### src/rtl/imem_dmem_arbiter.sv
// Arbitrates one synchronous single-port memory between instruction fetch and load/store.
// Optional macro ARB_ROUND_ROBIN_EN selects alternating grants instead of data priority.
module imem_dmem_arbiter #(
  parameter int unsigned ADDR_WIDTH      = 32,
  parameter int unsigned DATA_WIDTH      = 32,
  parameter int unsigned MAX_DATA_STREAK = 4
) (
  input  logic                    clk_i,
  input  logic                    rstn_i,
  input  logic [ADDR_WIDTH-1:0]   i_m_addr_i,
  input  logic                    i_m_rden_i,
  output logic                    i_m_hit_o,
  output logic [DATA_WIDTH-1:0]   i_m_rdata_o,
  input  logic [ADDR_WIDTH-1:0]   d_m_addr_i,
  input  logic                    d_m_rden_i,
  input  logic                    d_m_wren_i,
  input  logic [DATA_WIDTH-1:0]   d_m_wdata_i,
  input  logic [DATA_WIDTH/8-1:0] d_m_wmask_i,
  output logic                    d_m_hit_o,
  output logic [DATA_WIDTH-1:0]   d_m_rdata_o,
  output logic [ADDR_WIDTH-1:0]   m_addr_o,
  output logic                    m_rden_o,
  output logic                    m_wren_o,
  output logic [DATA_WIDTH-1:0]   m_wdata_o,
  output logic [DATA_WIDTH/8-1:0] m_wmask_o,
  input  logic [DATA_WIDTH-1:0]   m_rdata_i
);

  localparam int unsigned MASK_WIDTH = DATA_WIDTH / 8;

  logic                  ireq;
  logic                  dreq;
  logic                  d_read;
  logic                  data_priority;
  logic                  grant_i;
  logic                  grant_d;
  logic                  rsp_i_q;
  logic                  rsp_d_q;
  logic [DATA_WIDTH-1:0] i_hold_q;
  logic [DATA_WIDTH-1:0] d_hold_q;

  assign ireq   = i_m_rden_i;
  assign dreq   = d_m_rden_i | d_m_wren_i;
  // A simultaneous read+write is a write with no read response.
  assign d_read = d_m_rden_i & ~d_m_wren_i;

`ifdef ARB_ROUND_ROBIN_EN
  logic last_grant_q;  // 1 = data was granted most recently

  assign data_priority = ~last_grant_q;

  always_ff @(posedge clk_i) begin
    if (!rstn_i) begin
      last_grant_q <= 1'b0;
    end else if (grant_d) begin
      last_grant_q <= 1'b1;
    end else if (grant_i) begin
      last_grant_q <= 1'b0;
    end
  end
`else
  localparam int unsigned STREAK_WIDTH = $clog2(MAX_DATA_STREAK + 1);

  logic [STREAK_WIDTH-1:0] streak_q;

  assign data_priority = (streak_q != STREAK_WIDTH'(MAX_DATA_STREAK));

  // Counts data grants that made a pending fetch wait.
  always_ff @(posedge clk_i) begin
    if (!rstn_i || !ireq || grant_i) begin
      streak_q <= '0;
    end else if (grant_d && (streak_q != STREAK_WIDTH'(MAX_DATA_STREAK))) begin
      streak_q <= streak_q + STREAK_WIDTH'(1);
    end
  end
`endif

  always_comb begin
    grant_i = 1'b0;
    grant_d = 1'b0;
    if (rstn_i) begin
      if (dreq && (!ireq || data_priority)) begin
        grant_d = 1'b1;
      end else if (ireq) begin
        grant_i = 1'b1;
      end
    end
  end

  assign i_m_hit_o = grant_i;
  assign d_m_hit_o = grant_d;

  assign m_addr_o  = grant_d ? d_m_addr_i : i_m_addr_i;
  assign m_wdata_o = grant_d ? d_m_wdata_i : '0;
  assign m_wmask_o = grant_d ? d_m_wmask_i : MASK_WIDTH'(0);
  assign m_rden_o  = grant_i | (grant_d & d_read);
  assign m_wren_o  = grant_d & d_m_wren_i;

  // Track which port owns next cycle's read data and keep the last word per port.
  always_ff @(posedge clk_i) begin
    if (!rstn_i) begin
      rsp_i_q  <= 1'b0;
      rsp_d_q  <= 1'b0;
      i_hold_q <= '0;
      d_hold_q <= '0;
    end else begin
      rsp_i_q <= grant_i;
      rsp_d_q <= grant_d & d_read;
      if (rsp_i_q) begin
        i_hold_q <= m_rdata_i;
      end
      if (rsp_d_q) begin
        d_hold_q <= m_rdata_i;
      end
    end
  end

  assign i_m_rdata_o = rsp_i_q ? m_rdata_i : i_hold_q;
  assign d_m_rdata_o = rsp_d_q ? m_rdata_i : d_hold_q;

endmodule

### config.mk
export PLATFORM = sky130hd
export DESIGN_NAME = imem_dmem_arbiter
export DESIGN_NICKNAME = d
export VERILOG_FILES = /design/src/rtl/imem_dmem_arbiter.sv
export SDC_FILE = /design/constraint.sdc
export NUM_CORES = 1
export LEC_CHECK = 0
export CAP_MARGIN = 20
export CORE_AREA = 2 2 106 108
export DETAILED_ROUTE_END_ITERATION = 8
export DIE_AREA = 0 0 108 110
export GPL_TIMING_DRIVEN = 1
export PLACE_DENSITY = 0.83
export SKIP_CTS_REPAIR_TIMING = 1
export SYNTH_ARGS = -nofsm -noshare
export SYNTH_HDL_FRONTEND = slang
export SYNTH_SLANG_ARGS = --single-unit
### constraint.sdc
create_clock -name clk_i -period 2.6 [get_ports clk_i]
set_input_delay 0.39 -clock clk_i [delete_from_list [all_inputs] [get_ports clk_i]]
set_output_delay 0.39 -clock clk_i [all_outputs]
set_load 0.02 [all_outputs]
# After elaboration in Yosys (flattened, before gate mapping)
# Index checks and enable logic that the tools add are counted.
# op_classes
bitwise	6
n_reduce_logical	7
n_addsub	1
muxes	10
eq_ne	1
# op_table
cell	count
32-bit 2-to-1 mux	4
1-bit 2-to-1 mux	5
4-bit 2-to-1 mux	1
3-bit by 1-bit adder with 3-bit output (second input constant)	1
1-bit AND	3
1-bit logical OR	3
3-bit != test (second input constant)	1
1-bit logical AND	2
1-bit logical NOT	2
1-bit bitwise OR	2
1-bit NOT	1
# totals
wordCells	30
input_bits	137
out_inout_bits	136
regBits	69

# Longest topological paths before layout
# Gate-level depths: netlist of run 1.
# logic_depth
depth_word	7
depth_mapped	5

# Least setup slack after synthesis of run 1
# OpenSTA, ideal clock, no wires.
# synth_timing
kind	register to output
start	register streak_q[0]
end	output port m_addr_o[15]
stages_incl_launch_ff	6
t_arrival_ns	1.498
required_time_ns	2.210
setup_slack_ns	0.712
path_cell_list	dfxtp_1 inv_1 ha_1 a31oi_4 buf_6 mux2_1
# synth_via
elab_chain_cells	6
# synth_lines
item	line	rtl
from (decl)	64	logic [STREAK_WIDTH-1:0] streak_q;
from (signal assigned)	73	streak_q <= streak_q + STREAK_WIDTH'(1);
3-bit != test	66	assign data_priority = (streak_q != STREAK_WIDTH'(MAX_DATA_STREAK));
1-bit logical OR	82	if (dreq && (!ireq || data_priority)) begin
1-bit logical AND	82	
1-bit 2-to-1 mux	82	
1-bit 2-to-1 mux	81	if (rstn_i) begin
32-bit 2-to-1 mux	93	assign m_addr_o = grant_d ? d_m_addr_i : i_m_addr_i;
to (decl)	21	output logic [ADDR_WIDTH-1:0] m_addr_o,
# Every way passes these cells.

# Worst setup path after layout of run 1
# layout_timing
start	input port rstn_i
end	output port m_addr_o[25]
# layout_via
elab_chain_cells	2
# layout_lines
item	line	rtl
from (decl)	9	input logic rstn_i,
1-bit 2-to-1 mux	81	
32-bit 2-to-1 mux	93	
# Every way passes these cells.

==> flow_summary.yaml, run 1 <==
cts:
  clock_sinks: 69
  cts.htree.levels: 3
  clock_path_buffers: 2
  cts_root_buf: "clkbuf_8"
  clk_pin_slew_worst_paths_ns: 0.07
  numCtsBuffers: 9
  cts_tree: "done"
  clk_latency_ns: 0.34
timing:
  setup_violations: 0
  skew_ns: 0.01030
  worstMarginPinSlew_ns: 0.4847
  tns_ns: 0
  final-hold-violation-count: 0
  fin_ws_ns: 0.04810
  relSlewSlack: 0.6769
  fmax_mhz: 391.9
  fin_crit_sh: 0.9815
  finalMaxSlewViolations: 0
  layout_min_cycle_time_ns: 2.552
placement:
  pre_cts_slack_ns: -0.1913
  port_buffers: 272
  place.gp.congestion: 0.8908
  hpwl_mm: 10.92
routing:
  drc_errors: 0
  first_pass_iters: 4
  vias: 3296
  ant_nets: 0
  first_iter_violations: 116
  wl_per_cell_um: 19.16
  wl_mm: 14.10
  vias_per_cell: 4.478
logic_synthesis:
  ys_seq_elements: 69
  ys_warn_count: 0
  synth_cells: 309
  synth_top_area_share: 0.4116
  synth_largest_area_cell: "dfxtp_1"
  synth_nets: 448
  yosysUniqueCellTypes: 21
  syn_area_per_cell_um2: 10.86
  synth_area_leaders: "dfxtp_1 (41%), mux2_2 (30%), and2_1 (19%)"
  ys_seq_area_frac: 0.4116
  syn_area_mm2: 0.003356
setup_path:
  path_class: "input pin to output pin"
  slowest_stage: "clkdlybuf4s50_1"
  path_cells: "clkdlybuf4s50_1 -> o21ai_1 -> a31oi_4 -> buf_4 -> buf_6 -> mux2_2 -> dlymetal6s2s_1"
  slowest_delay_ns: 0.50
  path_max_fanout: 13
  arrival_ns: 2.16
  critical_path_required_ns: 2.21
  end_kind: "output pin"
  startpoint_type: "input pin"
global_routing:
  grt_max_degree: 66
  first_global_vias: 3456
  grt_overflow_total: 0
  grt_pass1_wl_mm: 19.95
  antenna_found_initial: 1
  grt.total_usage: 0.2284
floorplan:
  core_area_mm2: 0.01070
  io_pins: 273
  dieArea_mm2: 0.01188
  core.rowCount: 38
  die_x_um: 108
  initial_core_util: 0.3137
  die_height_um: 110
hold_path:
  hold_class: "input pin to flop"
power:
  peakVddDrop_mv: 0.2557
  p_sw_uw: 765.8
  p_comb_frac: 0.305
  total_power_uw: 2772
  power_frac_seq: 0.394
  swShare: 0.2763
  power_leakage_uw: 0.003225
  p_clk_frac: 0.301
  internal_power_uw: 2006
  cellPowerDensity_mw_per_mm2: 421.1
cells_and_area:
  area_delta_synth_final_pct: 96.16
  drive_above_1_share: 0.2588
  fin_nets: 730
run:
  drv_cap: 0
status:
  run_status: "completed"
-- placed cells by master, fill, tap and decap left out, types with 6 or more instances in the layout --
cell type,instances
clkdlybuf4s50_1,200
dfxtp_1,68
dlymetal6s2s_1,48
buf_4,28
nor2_1,6
clkbuf_8,9
and2_1,101
mux2_2,90
mux2_1,6
clkbuf_2,10
-- critical path: cells and delay by family --
kind                   cells  cell delay, ns
buffers and inverters      4            1.03
multiplexers               1            0.35
AO/OA/AOI/OAI              2            0.38
-- kinds of logic after synthesis --
| logic type | synth area share |
|---|---|
| muxes | 0.3221 |
| DFF | 0.4116 |
| AOI/OAI and AO/OA | 0.01454 |
| and+or+nand+nor | 0.2021 |
| adders and majority gates | 0.007456 |
| buffers and inverters | 0.04213 |
-- power groups by stage --
stage / logic [uW] / registers (uW) / clock network [uW]
finish: 846 / 1090 / 835
global route: 892 / 1090 / 926
CTS: 852 / 1090 / 871
detailed placement: 843 / 1120 / 0
global placement: 839 / 1110 / 0
floorplan: 354 / 1110 / 0
-- metal layers --
metal	part of all wire	vias up	GRT usage
met5	0	-	0
met4	0.019	0	0.05678
met3	0.13	14	0.1317
met2	0.46	164	0.3760
met1	0.39	1527	0.2552
li1	-	1591	-
-- registers in the layout (all words and copies together) (netlist names) --
signal and flops:
d_hold_q 32, i_hold_q 32, rsp_i_q 1, rsp_d_q 1, streak_q 3
-- final cells by class --
cell class                 instances  area (um2)
multi-input combinational        215        1836
timing repair buffer             293        2987
fill                             865        4115
tap                              140       175.2
clock buffer                       9       123.9
antenna                            1       2.502
clock inverter                     6       65.06
inverter                           3       11.26
sequential                        69        1383
-- synthesized netlist by cell type (all sizes together) --
master	instances
dfxtp	69
and3	1
clkbuf	12
nor2	6
o21ai	1
inv	3
nand3	1
buf	10
ha	2
and2	101
nor3	1
a31o	1
mux2	96
a2bb2oi	1
a31oi	1
nand2	2
a21oi	1
-- metrics by stage --
| step | cells | utilization | hold slack, ns | area (um2) |
|---|---|---|---|---|
| 6_report | 736 | 0.6153 | 0.4202 | 6583 |
| 5_1_grt | 736 | 0.6153 | 0.4180 | 6583 |
| 4_1_cts | 729 | 0.5996 | 0.4534 | 6415 |
| 3_5_place_dp | 714 | 0.5820 | 0.4411 | 6226 |
| 3_3_place_gp | 714 | 0.5820 | 0.4298 | 6226 |
| 2_1_floorplan | 309 | - | 0.4173 | 3356 |
-- final timing paths --
kind                            slack, ns  depth (start not counted)         from      endpoint
worst max-delay path                 0.05                          7       rstn_i  m_addr_o[25]
worst min-delay path                 0.42                          2   d_m_rden_i       rsp_d_q
worst max register to register       1.04                          7  streak_q[0]       rsp_d_q
worst min register to register       0.42                          1  streak_q[0]   streak_q[0]
(Power assumes the default switching activity.)
==> run 2, diff against run 1 <==
--- a/config.mk
+++ b/config.mk
@@ -6,11 +6,12 @@
 export NUM_CORES = 1
 export LEC_CHECK = 0
 export CAP_MARGIN = 20
-export CORE_AREA = 2 2 106 108
+export CORE_ASPECT_RATIO = 0.8
+export CORE_MARGIN = 5
+export CORE_UTILIZATION = 36
 export DETAILED_ROUTE_END_ITERATION = 8
-export DIE_AREA = 0 0 108 110
 export GPL_TIMING_DRIVEN = 1
-export PLACE_DENSITY = 0.83
+export PLACE_DENSITY = 0.93
 export SKIP_CTS_REPAIR_TIMING = 1
 export SYNTH_ARGS = -nofsm -noshare
 export SYNTH_HDL_FRONTEND = slang
==> flow_summary.yaml, run 2 (same netlist as run 1, synthesis figures left out) <==
setup_path:
  path_class: "input pin to output pin"
  path_max_fanout: 15
  critical_path_required_ns: 2.21
  arrival_ns: 2.17
  end_kind: "output pin"
  startpoint_type: "input pin"
global_routing:
  grt_pass1_wl_mm: 20.98
  grt_overflow_total: 0
  antenna_found_initial: 0
  grt_max_degree: 67
  grt.total_usage: 0.2396
  first_global_vias: 3638
cells_and_area:
  n_fill_cell: 619
  drive_above_1_share: 0.2284
  fin_nets: 725
  area_delta_synth_final_pct: 99.55
  top_regs: "d_hold_q: 32 flops, i_hold_q: 32 flops, streak_q: 3 flops"
  final_common_cell: "clkdlybuf4s50_1"
  regArea_mm2: 0.001381
  layout_common_cells: "clkdlybuf4s50_1 (199), and2_1 (101), mux2_2 (90)"
  final_util: 0.7378
  design_area_mm2: 0.006696
  antennaDiodeCount: 0
  multi_input_area_mm2: 0.001836
cts:
  cts.htree.levels: 3
  clock_path_buffers: 2
  cts_tree: "done"
  clk_pin_slew_worst_paths_ns: 0.05
  clock_sinks: 69
  cts_root_buf: "clkbuf_16"
  clk_latency_ns: 0.32
  numCtsBuffers: 9
power:
  cellPowerDensity_mw_per_mm2: 469.0
  peakVddDrop_mv: 0.3377
  total_power_uw: 3141
  power_leakage_uw: 0.003403
placement:
  hpwl_mm: 11.63
  placed_area_mm2: 0.006202
  port_buffers: 272
  place.gp.congestion: 0.8712
  pre_cts_slack_ns: -0.1832
floorplan:
  io_pins: 273
  die_height_um: 96.36
  core_area_mm2: 0.009076
  dieArea_mm2: 0.01136
  initial_core_util: 0.3697
  die_x_um: 117.9
  core.rowCount: 31
timing:
  finalMaxSlewViolations: 0
  worstMarginPinSlew_ns: 0.2961
  skew_ns: 0.004491
  final-hold-violation-count: 0
  fmax_mhz: 390.6
  relSlewSlack: 0.8023
  fin_ws_ns: 0.04004
  layout_min_cycle_time_ns: 2.560
  setup_violations: 0
  fin_crit_sh: 0.9846
hold_path:
  hold_class: "flop to flop"
routing:
  drc_errors: 0
  ant_nets: 0
  wl_per_cell_um: 20.67
  vias_per_cell: 4.618
  first_pass_iters: 4
  vias: 3260
  first_iter_violations: 123
  wl_mm: 14.60
run:
  drv_cap: 0
status:
  run_status: "completed"
-- run 2: cell types whose count changed in the layout (fill, tap and decap cells not counted), sizes merged --
cell	previous run	this run
dlymetal6s2s	48	62
buf	33	23
clkbuf	21	15
clkdlybuf4s50	200	199
clkinv	4	3
diode	1	0
-- run 2: routing by layer --
layer / global-route usage / up-vias / share of wire
li1: - / 1575 / -
met1: 0.2583 / 1514 / 0.37
met2: 0.4233 / 140 / 0.53
met3: 0.08049 / 31 / 0.065
met4: 0.1270 / 0 / 0.041
met5: 0 / - / 0
-- run 2: worst max-delay path, stage by stage --
cell             delay [ns]
clkdlybuf4s50_1        0.52
o21ai_1                0.11
a31oi_4                0.27
buf_6                  0.16
clkbuf_16              0.17
mux2_2                 0.34
dlymetal6s2s_1         0.21
-- run 2: final cells by class --
class,count,share of cell area
timing repair buffer,288,0.4512
multi-input combinational,215,0.2741
inverter,3,0.001682
clock buffer,11,0.03625
sequential,69,0.2063
tap,115,0.02149
clock inverter,5,0.008969
-- run 2: final timing paths --
check,slack [ns],start,to,cells after the start
setup / recovery,0.04,d_m_rden_i,m_addr_o[23],7
hold / removal,0.46,streak_q[0],streak_q[0],1
setup reg to reg,1.19,streak_q[0],streak_q[2],6
hold reg to reg,0.46,streak_q[0],streak_q[0],1
-- run 2: power by group --
group	leakage (uW)	internal [uW]	switching, uW
clock	0.000146	770	431
sequential	0.000559	1090	7.75
combinational	0.00270	487	360
-- run 2: stage by stage --
| step | hold slack [ns] | cells | setup TNS [ns] |
|---|---|---|---|
| detailed placement | 0.4480 | 688 | -7.633 |
| CTS | 0.4614 | 704 | -10.89 |
| finish | 0.4641 | 706 | 0 |
| floorplan | 0.4173 | 309 | 0 |
| global placement | 0.4277 | 688 | -6.419 |
| global route | 0.4950 | 706 | -0.002378 |
